## src/rtl/evt_window_scanner.sv

```systemverilog
// evt_window_scanner: emits one data-path event per pixel of a latched 2D
// window, raster order (x inner, y outer), over a valid/ready stream source.
// The stream port is carried as flat signals: valid, xid, yid out and ready
// in. All other event fields of the stream are constant zero, so they are
// not carried here.
// Optional feature: define SNE_SCAN_EVT_COUNT_EN to build evt_cnt_o, a
// saturating 32-bit count of transferred events.
module evt_window_scanner #(
  parameter int unsigned XID_W = 8,
  parameter int unsigned YID_W = 8
) (
  input  logic             engine_clk_i,
  input  logic             engine_rst_ni,
  input  logic             start_i,
  input  logic             abort_i,
  input  logic [XID_W-1:0] lbound_x_i,
  input  logic [XID_W-1:0] ubound_x_i,
  input  logic [YID_W-1:0] lbound_y_i,
  input  logic [YID_W-1:0] ubound_y_i,
  output logic             busy_o,
  output logic             done_o,
  output logic             err_o,
`ifdef SNE_SCAN_EVT_COUNT_EN
  output logic [31:0]      evt_cnt_o,
`endif
  output logic             evt_dp_stream_scan_src_valid_o,
  output logic [XID_W-1:0] evt_dp_stream_scan_src_xid_o,
  output logic [YID_W-1:0] evt_dp_stream_scan_src_yid_o,
  input  logic             evt_dp_stream_scan_src_ready_i
);

  typedef enum logic [1:0] {
    IDLE = 2'd0,
    SCAN = 2'd1,
    DONE = 2'd2
  } state_e;

  state_e           state_q, state_d;
  logic [XID_W-1:0] lbx_q, lbx_d, ubx_q, ubx_d, x_q, x_d;
  logic [YID_W-1:0] lby_q, lby_d, uby_q, uby_d, y_q, y_d;
  logic             abort_pend_q, abort_pend_d;
  logic             busy_q, busy_d;
  logic             done_q, done_d;
  logic             err_q, err_d;
  logic             xfer;
  logic             last_beat;
  logic             end_scan;
`ifdef SNE_SCAN_EVT_COUNT_EN
  logic [31:0]      cnt_q, cnt_d;
`endif

  // Valid comes straight from a flop, so it never depends on ready.
  assign xfer      = busy_q && evt_dp_stream_scan_src_ready_i;
  assign last_beat = (x_q == ubx_q) && (y_q == uby_q);
  assign end_scan  = last_beat || abort_pend_q || abort_i;

  // Next-state, window bookkeeping and output flags.
  always_comb begin
    // NOTE: every variable gets its hold value first, so no path through the
    // case statement can leave one unassigned and infer a latch.
    state_d      = state_q;
    lbx_d        = lbx_q;
    ubx_d        = ubx_q;
    lby_d        = lby_q;
    uby_d        = uby_q;
    x_d          = x_q;
    y_d          = y_q;
    abort_pend_d = abort_pend_q;
    busy_d       = busy_q;
    done_d       = 1'b0;
    err_d        = err_q;
`ifdef SNE_SCAN_EVT_COUNT_EN
    cnt_d        = cnt_q;
`endif
    unique case (state_q)
      IDLE: begin
        if (start_i) begin
          lbx_d        = lbound_x_i;
          ubx_d        = ubound_x_i;
          lby_d        = lbound_y_i;
          uby_d        = ubound_y_i;
          x_d          = lbound_x_i;
          y_d          = lbound_y_i;
          abort_pend_d = 1'b0;
`ifdef SNE_SCAN_EVT_COUNT_EN
          cnt_d        = '0;
`endif
          if ((lbound_x_i > ubound_x_i) || (lbound_y_i > ubound_y_i)) begin
            err_d   = 1'b1;
            done_d  = 1'b1;
            state_d = DONE;
          end else begin
            err_d   = 1'b0;
            busy_d  = 1'b1;
            state_d = SCAN;
          end
        end
      end
      SCAN: begin
        if (abort_i) abort_pend_d = 1'b1;
        if (xfer) begin
          if (end_scan) begin
            // Coordinates freeze on the final beat, so all-ones bounds
            // never step a counter past its range.
            busy_d  = 1'b0;
            done_d  = 1'b1;
            state_d = DONE;
          end else if (x_q == ubx_q) begin
            x_d = lbx_q;
            y_d = y_q + 1'b1;
          end else begin
            x_d = x_q + 1'b1;
          end
        end
      end
      DONE: begin
        state_d = IDLE;
      end
      default: begin
        busy_d  = 1'b0;
        state_d = IDLE;
      end
    endcase
`ifdef SNE_SCAN_EVT_COUNT_EN
    if (xfer && (cnt_q != '1)) cnt_d = cnt_q + 32'd1;
`endif
  end

  // State and datapath registers; reset drops any in-flight beat at once.
  always_ff @(posedge engine_clk_i or negedge engine_rst_ni) begin
    if (!engine_rst_ni) begin
      state_q      <= IDLE;
      lbx_q        <= '0;
      ubx_q        <= '0;
      lby_q        <= '0;
      uby_q        <= '0;
      x_q          <= '0;
      y_q          <= '0;
      abort_pend_q <= 1'b0;
      busy_q       <= 1'b0;
      done_q       <= 1'b0;
      err_q        <= 1'b0;
    end else begin
      // NOTE: non-blocking assignments make every flop sample the values from
      // before the edge, independent of statement order.
      state_q      <= state_d;
      lbx_q        <= lbx_d;
      ubx_q        <= ubx_d;
      lby_q        <= lby_d;
      uby_q        <= uby_d;
      x_q          <= x_d;
      y_q          <= y_d;
      abort_pend_q <= abort_pend_d;
      busy_q       <= busy_d;
      done_q       <= done_d;
      err_q        <= err_d;
    end
  end

`ifdef SNE_SCAN_EVT_COUNT_EN
  // Saturating count of transferred events.
  always_ff @(posedge engine_clk_i or negedge engine_rst_ni) begin
    if (!engine_rst_ni) cnt_q <= '0;
    else                cnt_q <= cnt_d;
  end

  assign evt_cnt_o = cnt_q;
`endif

  assign busy_o                         = busy_q;
  assign done_o                         = done_q;
  assign err_o                          = err_q;
  assign evt_dp_stream_scan_src_valid_o = busy_q;
  assign evt_dp_stream_scan_src_xid_o   = x_q;
  assign evt_dp_stream_scan_src_yid_o   = y_q;

endmodule

```

## config.mk

```make
export PLATFORM = sky130hd
export DESIGN_NAME = evt_window_scanner
export DESIGN_NICKNAME = d
export VERILOG_FILES = /design/src/rtl/evt_window_scanner.sv
export SDC_FILE = /design/constraint.sdc
export NUM_CORES = 1
export LEC_CHECK = 0
export ABC_AREA = 0
export BUFFER_PORTS_ARGS = -buffer_cell sky130_fd_sc_hd__buf_4
export CORE_UTILIZATION = 40
export DETAILED_ROUTE_END_ITERATION = 7
export PLACE_DENSITY_LB_ADDON = 0.08
export SETUP_SLACK_MARGIN = 0.05
export SYNTH_ARGS = -nofsm -noshare
export SYNTH_HDL_FRONTEND = slang
export SYNTH_SLANG_ARGS = --single-unit
```

## constraint.sdc

```tcl
create_clock -name engine_clk_i -period 2.7 [get_ports engine_clk_i]
set_clock_uncertainty 0.2 [all_clocks]
set_input_delay 0.27 -clock engine_clk_i [delete_from_list [all_inputs] [get_ports engine_clk_i]]
set_output_delay 0.27 -clock engine_clk_i [all_outputs]
set_load 0.01 [all_outputs]
```

==> impl_results.md, run 1 <==
- Clock root buffer master: clkbuf_8
- Hold Startpoint: ubound_y_i[3]
- Area of the multi-input gates: 1540 sq um
- Ys flop type: dfrtp_1
- VDD IR-drop max: 0.450 mV
- Headroom to the max-slew limit: 58.7%
- H-tree depth: 2
- Die H: 85.6 microns
- Worst hold slack: 11.5 ps
- Initial antenna violation count: 0
- Final Core Density: 51.3%
- Fillers: 657
- Area grow syn2layout: 24.0%
- Ys Warns: 0
- CTS Buffer Depth: 2
- Seq/Total Area, Yosys: 41.2%
- Layout cells sized above 1: 31.0%
- CP Launch Type: flip-flop
- TritonCTS buffer count: 5
- First-pass GRT wire length: 11300 microns
- Vias in the first global route: 2258
- Iter 0 DRT Violations: 73
- Drt via density: 5.34
- Hold Path Class: primary input to flip-flop
- Clock latency on the worst-skew pair: 300 ps
- Worst Setup End Kind: flip-flop
- Grt total ovfl: 0
- Syn avg cell area: 9.91 sq um
- Post-route clock period utilization: 92.2%
- DIE AREA: 7320 sq um
- I/O pins: 57
- Total wire length: 6870 microns
- Tightest Pin Transition: 620 ps
- Mapped Cells: 282
- EDFF count, synth: 0
- DRC violations left: 0
- Pins Over Slew Limit: 0
- Achievable Freq: 0.402 GHz
- Cell Area, Synth: 2790 sq um
- Endpoints failing hold: 0
- Initial core utilization: 41.4%
- Worst Path Required: 2680 ps
- CP arrival: 2470 ps
- Core region area: 6760 sq um
- Setup Viol. Count Final: 0
- Sink Count: 46
- CP max FO: 8
- Setup CP Type: flip-flop to flip-flop
- Total of max-cap violations: 0
- Post-synth cell types: 34
- Cell row count: 30
- Wire per inst: 16.0 microns
- Die X: 85.6 microns
- Launching point of the worst reg2reg path: evt_dp_stream_scan_src_xid_o[4]
- CTS tree: built
- Post-synth ARST share: 100%
- Minimum clock period: 2490 ps
- Nets: 403
- Setup repair after global routing missed its margin: no
- Setup TNS: 0 ps
- N_diodes: 0
- Pwr dens: 1070 nW/um^2
- Via count: 2285
- Routability cong.: 0.746
- CP Launch Point: evt_dp_stream_scan_src_xid_o[4]
- GRT Overall Usage: 20.0%
- Outcome: finished clean
- Seq. cell area: 1150 sq um
- Post-synthesis register bit count: 46
- Largest net degree at the start of global routing: 47
- Antenna-violating nets left: 0
- Clk slew on worst S/H paths: 80 ps
- I/O Buffers: 56
- DRT Pass-1 Iters: 5
- DP Wirelength: 5110 microns
- Pleak: 1.64 nW
- Syn Nets: 337
[synth_stat cells (all sizes together) (3+ instances only)]
| library cell | n | area, sq um |
|---|---|---|
| nor2 | 12 | 45.0 |
| a21oi | 18 | 90.1 |
| nand3 | 10 | 50.1 |
| xor2 | 9 | 78.8 |
| mux2i | 8 | 80.1 |
| inv | 17 | 63.8 |
| buf | 3 | 17.5 |
| mux2 | 31 | 349 |
| dfrtp | 46 | 1150 |
| o2bb2ai | 3 | 26.3 |
| xnor2 | 13 | 114 |
| nor2b | 4 | 25.0 |
| o22ai | 4 | 25.0 |
| o21ai | 20 | 111 |
| nand4 | 7 | 43.8 |
| o21a | 3 | 22.5 |
| ha | 18 | 225 |
| a31oi | 3 | 18.8 |
| clkbuf | 8 | 30.0 |
| nand2 | 28 | 105 |
[layout make-up]
type	instances	area share [%]
Sequential cell	46	33.2
Timing Repair Buffer	70	15.3
Multi-Input combinational cell	208	44.5
Tap cell	80	2.89
Inverter	17	1.84
Clock buffer	7	2.20
[per-layer routing]
metal	GRT usage [%]	up-vias	part of all wire [%]	wire length [microns]
li1	-	1126	-	-
met4	5.00	0	0.77	53
met3	3.46	5	4.4	299
met2	35.3	58	50	3420
met1	25.4	1096	45	3100
met5	0	-	0	0
[flip-flops by register name, summed over array words and instances, names as in the netlist]
signal and cells:
abort_pend_q 1, busy_o 1, done_o 1, err_o 1
evt_dp_stream_scan_src_xid_o 8, evt_dp_stream_scan_src_yid_o 8, lbx_q 8, state_q 2
ubx_q 8, uby_q 8
[power breakdown]
group	total, mW	leakage, nW	switching (mW)	internal (mW)
registers	1.37	0.540	0.330	1.04
logic	1.92	1.06	0.914	1.01
clock network	0.409	0.0383	0.230	0.179
[timing repair]
action                                 in CTS  in global routing
endpoints found under the hold margin      47                  0
gates resized for setup                     0                  1
hold buffers                                2                  0
setup endpoints to repair                   0                  7
setup buffers                               0                  0
[worst max-delay path: stages, from the launching register on]
cell	delay, ps
dfrtp_1	440
xor2_1	180
nor4_2	330
nand2_1	110
o31a_1	390
o21ai_4	330
mux2_2	380
[worst paths after layout]
check,depth (start not counted),end,slack [ps]
worst max-delay path,6,evt_dp_stream_scan_src_xid_o[1],210
worst min-delay path,2,uby_q[3],10
worst max register to register,6,evt_dp_stream_scan_src_xid_o[1],210
worst min register to register,1,err_o,300
max in group asynchronous,2,lbx_q[7],1550
min in group asynchronous,2,uby_q[2],320
[cells in the final DEF (no fill, tap or decap), drive strengths merged, types with 2 or more instances in the layout]
master / n
a21o: 2
a21oi: 18
a31oi: 3
and3: 2
buf: 68
clkbuf: 7
dfrtp: 46
dlygate4sd3: 2
ha: 18
inv: 17
mux2: 31
mux2i: 8
nand2: 28
nand2b: 2
nand3: 10
nand4: 7
nor2: 12
nor2b: 4
nor4: 2
o211ai: 2
o21a: 3
o21ai: 20
o22ai: 4
o2bb2ai: 3
xnor2: 13
xor2: 9
[logic make-up (layout without fill, tap and decap cells)]
kind of cell / Yosys count / after routing / synth area share (%)
simple gates: 69 / 69 / 11.4
fa+ha+maj: 18 / 18 / 8.06
xor+xnor: 22 / 22 / 6.90
compound gates: 60 / 60 / 13.1
flops: 46 / 46 / 41.2
mux: 39 / 39 / 15.4
buf+inv: 28 / 94 / 3.99
[per-stage QoR]
| stage | worst slack, ps | power (mW) | instance area (sq um) | cells |
|---|---|---|---|---|
| finish | 211 | 3.70 | 3460 | 428 |
| global route | 101 | 3.97 | 3460 | 428 |
| CTS | 125 | 3.72 | 3460 | 428 |
| detailed placement | 137 | 3.30 | 3360 | 419 |
| global placement | 191 | 3.27 | 3360 | 419 |
| floorplan | 373 | 2.58 | 2790 | 282 |
Note: power is estimated with default switching activity, not from simulation.
==> run 2, diff against run 1 <==
--- a/config.mk
+++ b/config.mk
@@ -8,9 +8,11 @@
 export ABC_AREA = 0
 export BUFFER_PORTS_ARGS = -buffer_cell sky130_fd_sc_hd__buf_4
 export CORE_UTILIZATION = 40
+export CTS_BUF_LIST = sky130_fd_sc_hd__clkbuf_4 sky130_fd_sc_hd__clkbuf_8 sky130_fd_sc_hd__clkbuf_16
 export DETAILED_ROUTE_END_ITERATION = 7
 export PLACE_DENSITY_LB_ADDON = 0.08
 export SETUP_SLACK_MARGIN = 0.05
+export SKIP_LAST_GASP = 1
 export SYNTH_ARGS = -nofsm -noshare
 export SYNTH_HDL_FRONTEND = slang
 export SYNTH_SLANG_ARGS = --single-unit
==> run 2 against run 1 <==
Compared with the run above: clock power rose by 5.9%; count of clock-buffer cells in the layout unchanged; total power up 0.46%; die area is the same.
==> impl_results.md, run 2 (synthesis gave the netlist of run 1 again) <==
- Outcome: finished clean
- Pint: 2.24 mW
- H-tree depth: 2
- Worst hold slack: 9.46 ps
- Core region area: 6760 sq um
- Total power: 3.71 mW
- Post-route clock period utilization: 92.1%
- Clk slew on worst S/H paths: 90 ps
- Layout cells sized above 1: 31.6%
- Final Core Density: 51.4%
- Sw Ratio: 39.6%
- Setup Slack @ Placement: 137 ps
- Tightest Pin Transition: 623 ps
- CTS tree: built
- Headroom to the max-slew limit: 58.5%
- Grt total ovfl: 0
- Initial core utilization: 41.4%
- Initial antenna violation count: 0
- Iter 0 DRT Violations: 69
- Vias in the first global route: 2257
- Largest net degree at the start of global routing: 47
- Via count: 2282
- Clock root buffer master: clkbuf_8
- Total wire length: 6860 microns
- Endpoints failing hold: 0
- Setup repair after global routing missed its margin: no
- Setup TNS: 0 ps
- DRC violations left: 0
- Pleak: 1.64 nW
- CTS Buffer Depth: 2
- Die H: 85.6 microns
- Minimum clock period: 2490 ps
- Die X: 85.6 microns
- Antenna-violating nets left: 0
- Wire per inst: 16.0 microns
- Pwr dens: 1070 nW/um^2
- Clock latency on the worst-skew pair: 300 ps
- Hold Path Class: primary input to flip-flop
- N_diodes: 0
- TritonCTS buffer count: 5
- Cell row count: 30
- Met2 WL: 3370 microns
- Achievable Freq: 0.402 GHz
- Combinational power share: 51.5%
- M1 WL: 3100 microns
- Switching pwr: 1.47 mW
- Sequential share of power: 36.9%
- Sink Count: 46
- Setup Viol. Count Final: 0
- Worst Path Required: 2680 ps
- I/O pins: 57
- Nets: 403
- VDD IR-drop max: 0.513 mV
- CP Launch Type: flip-flop
- Met3 routed WL: 318 microns
- Total of max-cap violations: 0
- I/O Buffers: 56
- CP max FO: 8
- Top layer in use: met4
- DIE AREA: 7320 sq um
- First-pass GRT wire length: 11300 microns
- Pins Over Slew Limit: 0
- DRT Pass-1 Iters: 5
- Most common cell after layout, fill and taps aside: buf_4
- Drt via density: 5.33
- Setup ws final: 213 ps
- Clk network pwr share: 11.6%
- Area grow syn2layout: 24.3%
- Routability cong.: 0.746
- Setup CP Type: flip-flop to flip-flop
- Worst Setup End Kind: flip-flop
- DP Wirelength: 5110 microns
- Commonest non-fill, non-tap cells in the layout: 68 x buf_4, 46 x dfrtp_1, 31 x mux2_2
- CP arrival: 2470 ps
- GRT Overall Usage: 20.1%
-- run 2: changes by cell type in the layout (fill, tap and decap cells not counted) --
cell	delta
clkbuf_1	-2
clkbuf_4	+2
-- run 2: power by group through the flow --
| stage | combinational, mW | sequential (mW) | clock (mW) |
|---|---|---|---|
| after CTS | 1.93 | 1.37 | 0.447 |
| after global placement | 1.90 | 1.37 | 0 |
| after global routing | 2.10 | 1.42 | 0.467 |
| final | 1.91 | 1.37 | 0.433 |
| after floorplan | 1.18 | 1.39 | 0 |
| after detailed placement | 1.91 | 1.38 | 0 |
-- run 2: worst max-delay path, stage by stage (launching register included) --
cell	delay, ps
dfrtp_1	440
xor2_1	180
nor4_2	330
nand2_1	110
o31a_1	390
o21ai_4	330
mux2_2	380
-- run 2: timing repair --
action	in CTS	in global routing
resized for setup	0	1
setup endpoints to repair	0	7
hold buffers	2	0
endpoints found under the hold margin	47	0
setup buffers	0	0
-- run 2: metal layers --
layer | track usage (%) | up-vias
li1 | - | 1129
met1 | 25.6 | 1082
met2 | 35.1 | 67
met3 | 3.46 | 4
met4 | 5.45 | 0
met5 | 0 | -
-- run 2: final cells by class --
| type | instances | area, sq um |
|---|---|---|
| fillers | 652 | 3280 |
| multi-input cells | 208 | 1540 |
| flip-flops and latches | 46 | 1150 |
| repair buffers | 70 | 531 |
| well taps | 80 | 100 |
| clock buffers | 7 | 83.8 |
| inverters | 17 | 63.8 |
-- run 2: final timing paths --
path                                                    to  slack [ps]                            start  cells after the start
max in group asynchronous                         lbx_q[7]        1550                    engine_rst_ni                      2
max reg2reg                evt_dp_stream_scan_src_xid_o[1]         210  evt_dp_stream_scan_src_xid_o[4]                      6
min in group asynchronous                         uby_q[2]         320                    engine_rst_ni                      2
max                        evt_dp_stream_scan_src_xid_o[1]         210  evt_dp_stream_scan_src_xid_o[4]                      6
min reg2reg                                          err_o         300                            err_o                      1
min                                               uby_q[3]           9                    ubound_y_i[3]                      2
-- run 2: metrics by stage --
step | std cells | instance area (sq um)
2_1_floorplan | 282 | 2790
3_3_place_gp | 419 | 3360
3_5_place_dp | 419 | 3360
4_1_cts | 428 | 3470
5_1_grt | 428 | 3470
6_report | 428 | 3470
==> run 3, diff against run 2 <==
--- a/config.mk
+++ b/config.mk
@@ -7,8 +7,9 @@
 export LEC_CHECK = 0
 export ABC_AREA = 0
 export BUFFER_PORTS_ARGS = -buffer_cell sky130_fd_sc_hd__buf_4
+export CELL_PAD_IN_SITES_DETAIL_PLACEMENT = 1
+export CELL_PAD_IN_SITES_GLOBAL_PLACEMENT = 1
 export CORE_UTILIZATION = 40
-export CTS_BUF_LIST = sky130_fd_sc_hd__clkbuf_4 sky130_fd_sc_hd__clkbuf_8 sky130_fd_sc_hd__clkbuf_16
 export DETAILED_ROUTE_END_ITERATION = 7
 export PLACE_DENSITY_LB_ADDON = 0.08
 export SETUP_SLACK_MARGIN = 0.05
==> run 3 against run 2 <==
Compared with the run above: die area unchanged; final area rose by 2.8%; total power is 6.6% higher; register-to-register slack got worse by 20 ps; worst setup slack got worse by 24 ps; wire length grew 11%; largest power group unchanged; highest routed layer unchanged.
==> impl_results.md, run 3 (synthesis gave the netlist of run 1 again) <==
- I/O Buffers: 56
- CP max FO: 8
- Core region area: 6760 sq um
- Clock latency on the worst-skew pair: 300 ps
- Post-Layout Cell Count: 432
- DRT Pass-1 Iters: 4
- N_diodes: 0
- Total of max-cap violations: 0
- First-pass GRT wire length: 12500 microns
- Sink Count: 46
- Setup Viol. Count Final: 0
- Vias in the first global route: 2426
- Routability cong.: 0.798
- Worst Path Required: 2690 ps
- Slowest CP cell: dfrtp_1
- Crit-path cells: xor2_1, nor4_2, nand2_1, o31a_1, o21ai_4, buf_12, mux2_2
- Setup Slack @ Placement: 43.0 ps
- Antenna-violating nets left: 0
- Setup CP Type: flip-flop to flip-flop
- Layout cells sized above 1: 31.8%
- Commonest non-fill, non-tap cells in the layout: 67 x buf_4, 46 x dfrtp_1, 31 x mux2_2
- CP arrival: 2500 ps
- Minimum clock period: 2510 ps
- Largest net degree at the start of global routing: 47
- Endpoints failing hold: 0
- Worst Setup End Kind: flip-flop
- VDD IR-drop max: 0.572 mV
- I/O pins: 57
- Pins Over Slew Limit: 0
- Placed instance count: 419
- Clock root buffer master: clkbuf_8
- Clk slew on worst S/H paths: 90 ps
- Pleak: 1.68 nW
- Headroom to the max-slew limit: 58.8%
- Top Family by Delay on Critical Path: compound AO/OA/AOI/OAI gates
- Via count: 2322
- Achievable Freq: 0.398 GHz
- Die X: 85.6 microns
- Outcome: finished clean
- Total wire length: 7580 microns
- Initial core utilization: 41.4%
- TritonCTS buffer count: 5
- H-tree depth: 2
- Most common cell after layout, fill and taps aside: buf_4
- DRC violations left: 0
- GRT Overall Usage: 22.1%
- Cell row count: 30
- Grt total ovfl: 0
- CTS Buffer Depth: 2
- Area grow syn2layout: 27.8%
- Nets: 407
- Hold Path Class: primary input to flip-flop
- DP Wirelength: 5600 microns
- Setup ws final: 189 ps
- Die H: 85.6 microns
- Setup repair after global routing missed its margin: no
- Pwr dens: 1110 nW/um^2
- Drt via density: 5.38
- Tightest Pin Transition: 618 ps
- Setup TNS: 0 ps
- Wire per inst: 17.5 microns
- DIE AREA: 7320 sq um
- CP Launch Type: flip-flop
- Post-route clock period utilization: 93.0%
- Iter 0 DRT Violations: 100
- Crit path buffers/inverters: 1
- Initial antenna violation count: 0
- Maximum single-stage delay on the critical path: 450 ps
- CTS tree: built
run 3: final timing paths:
check / to / slack (ps) / depth (start not counted) / start
max: evt_dp_stream_scan_src_xid_o[4] / 190 / 7 / evt_dp_stream_scan_src_xid_o[7]
min reg2reg: err_o / 310 / 1 / err_o
max reg2reg: evt_dp_stream_scan_src_xid_o[4] / 190 / 7 / evt_dp_stream_scan_src_xid_o[7]
min: uby_q[4] / 9 / 2 / ubound_y_i[4]
max in group asynchronous: evt_dp_stream_scan_src_yid_o[1] / 1560 / 2 / engine_rst_ni
min in group asynchronous: evt_dp_stream_scan_src_yid_o[6] / 320 / 2 / engine_rst_ni
run 3: layout make-up:
cell class,count,area (sq um)
fillers,774,3190
clock inverters,1,30.0
well taps,80,100
clock buffers,6,82.6
inverters,17,63.8
multi-input cells,208,1550
repair buffers,74,593
flip-flops and latches,46,1150
run 3: power breakdown:
group	switching [mW]	internal (mW)	leakage [nW]	total, mW
registers	0.327	1.04	0.540	1.37
clock network	0.242	0.297	0.0573	0.538
logic	0.997	1.06	1.08	2.06
total	1.57	2.39	1.68	3.96
run 3: what timing repair did:
| item | in CTS | in global routing |
|---|---|---|
| endpoints found under the setup margin | 7 | 7 |
| buffers inserted | 0 | 1 |
| endpoints found under the hold margin | 50 | 0 |
| hold buffers | 5 | 0 |
| pin swaps | 0 | 1 |
| gates resized for setup | 1 | 1 |
run 3: stage by stage:
| step | hold WS, ps | area [sq um] | utilization (%) | total power [mW] |
|---|---|---|---|---|
| 2_1_floorplan | -226 | 2790 | - | 2.58 |
| 3_3_place_gp | 128 | 3370 | 49.9 | 3.29 |
| 3_5_place_dp | 131 | 3370 | 49.9 | 3.36 |
| 4_1_cts | 4.07 | 3540 | 52.4 | 3.92 |
| 5_1_grt | 1.87 | 3570 | 52.8 | 4.25 |
| 6_report | 9.07 | 3570 | 52.8 | 3.96 |
run 3: routing by layer:
layer  up-vias  global-route usage, %  part of all wire, %
met5         -                      0                    0
met4         0                   2.27                 0.38
met3         6                   3.95                  3.0
met2        39                   35.1                   45
met1      1138                   32.6                   52
li1       1139                      -                    -
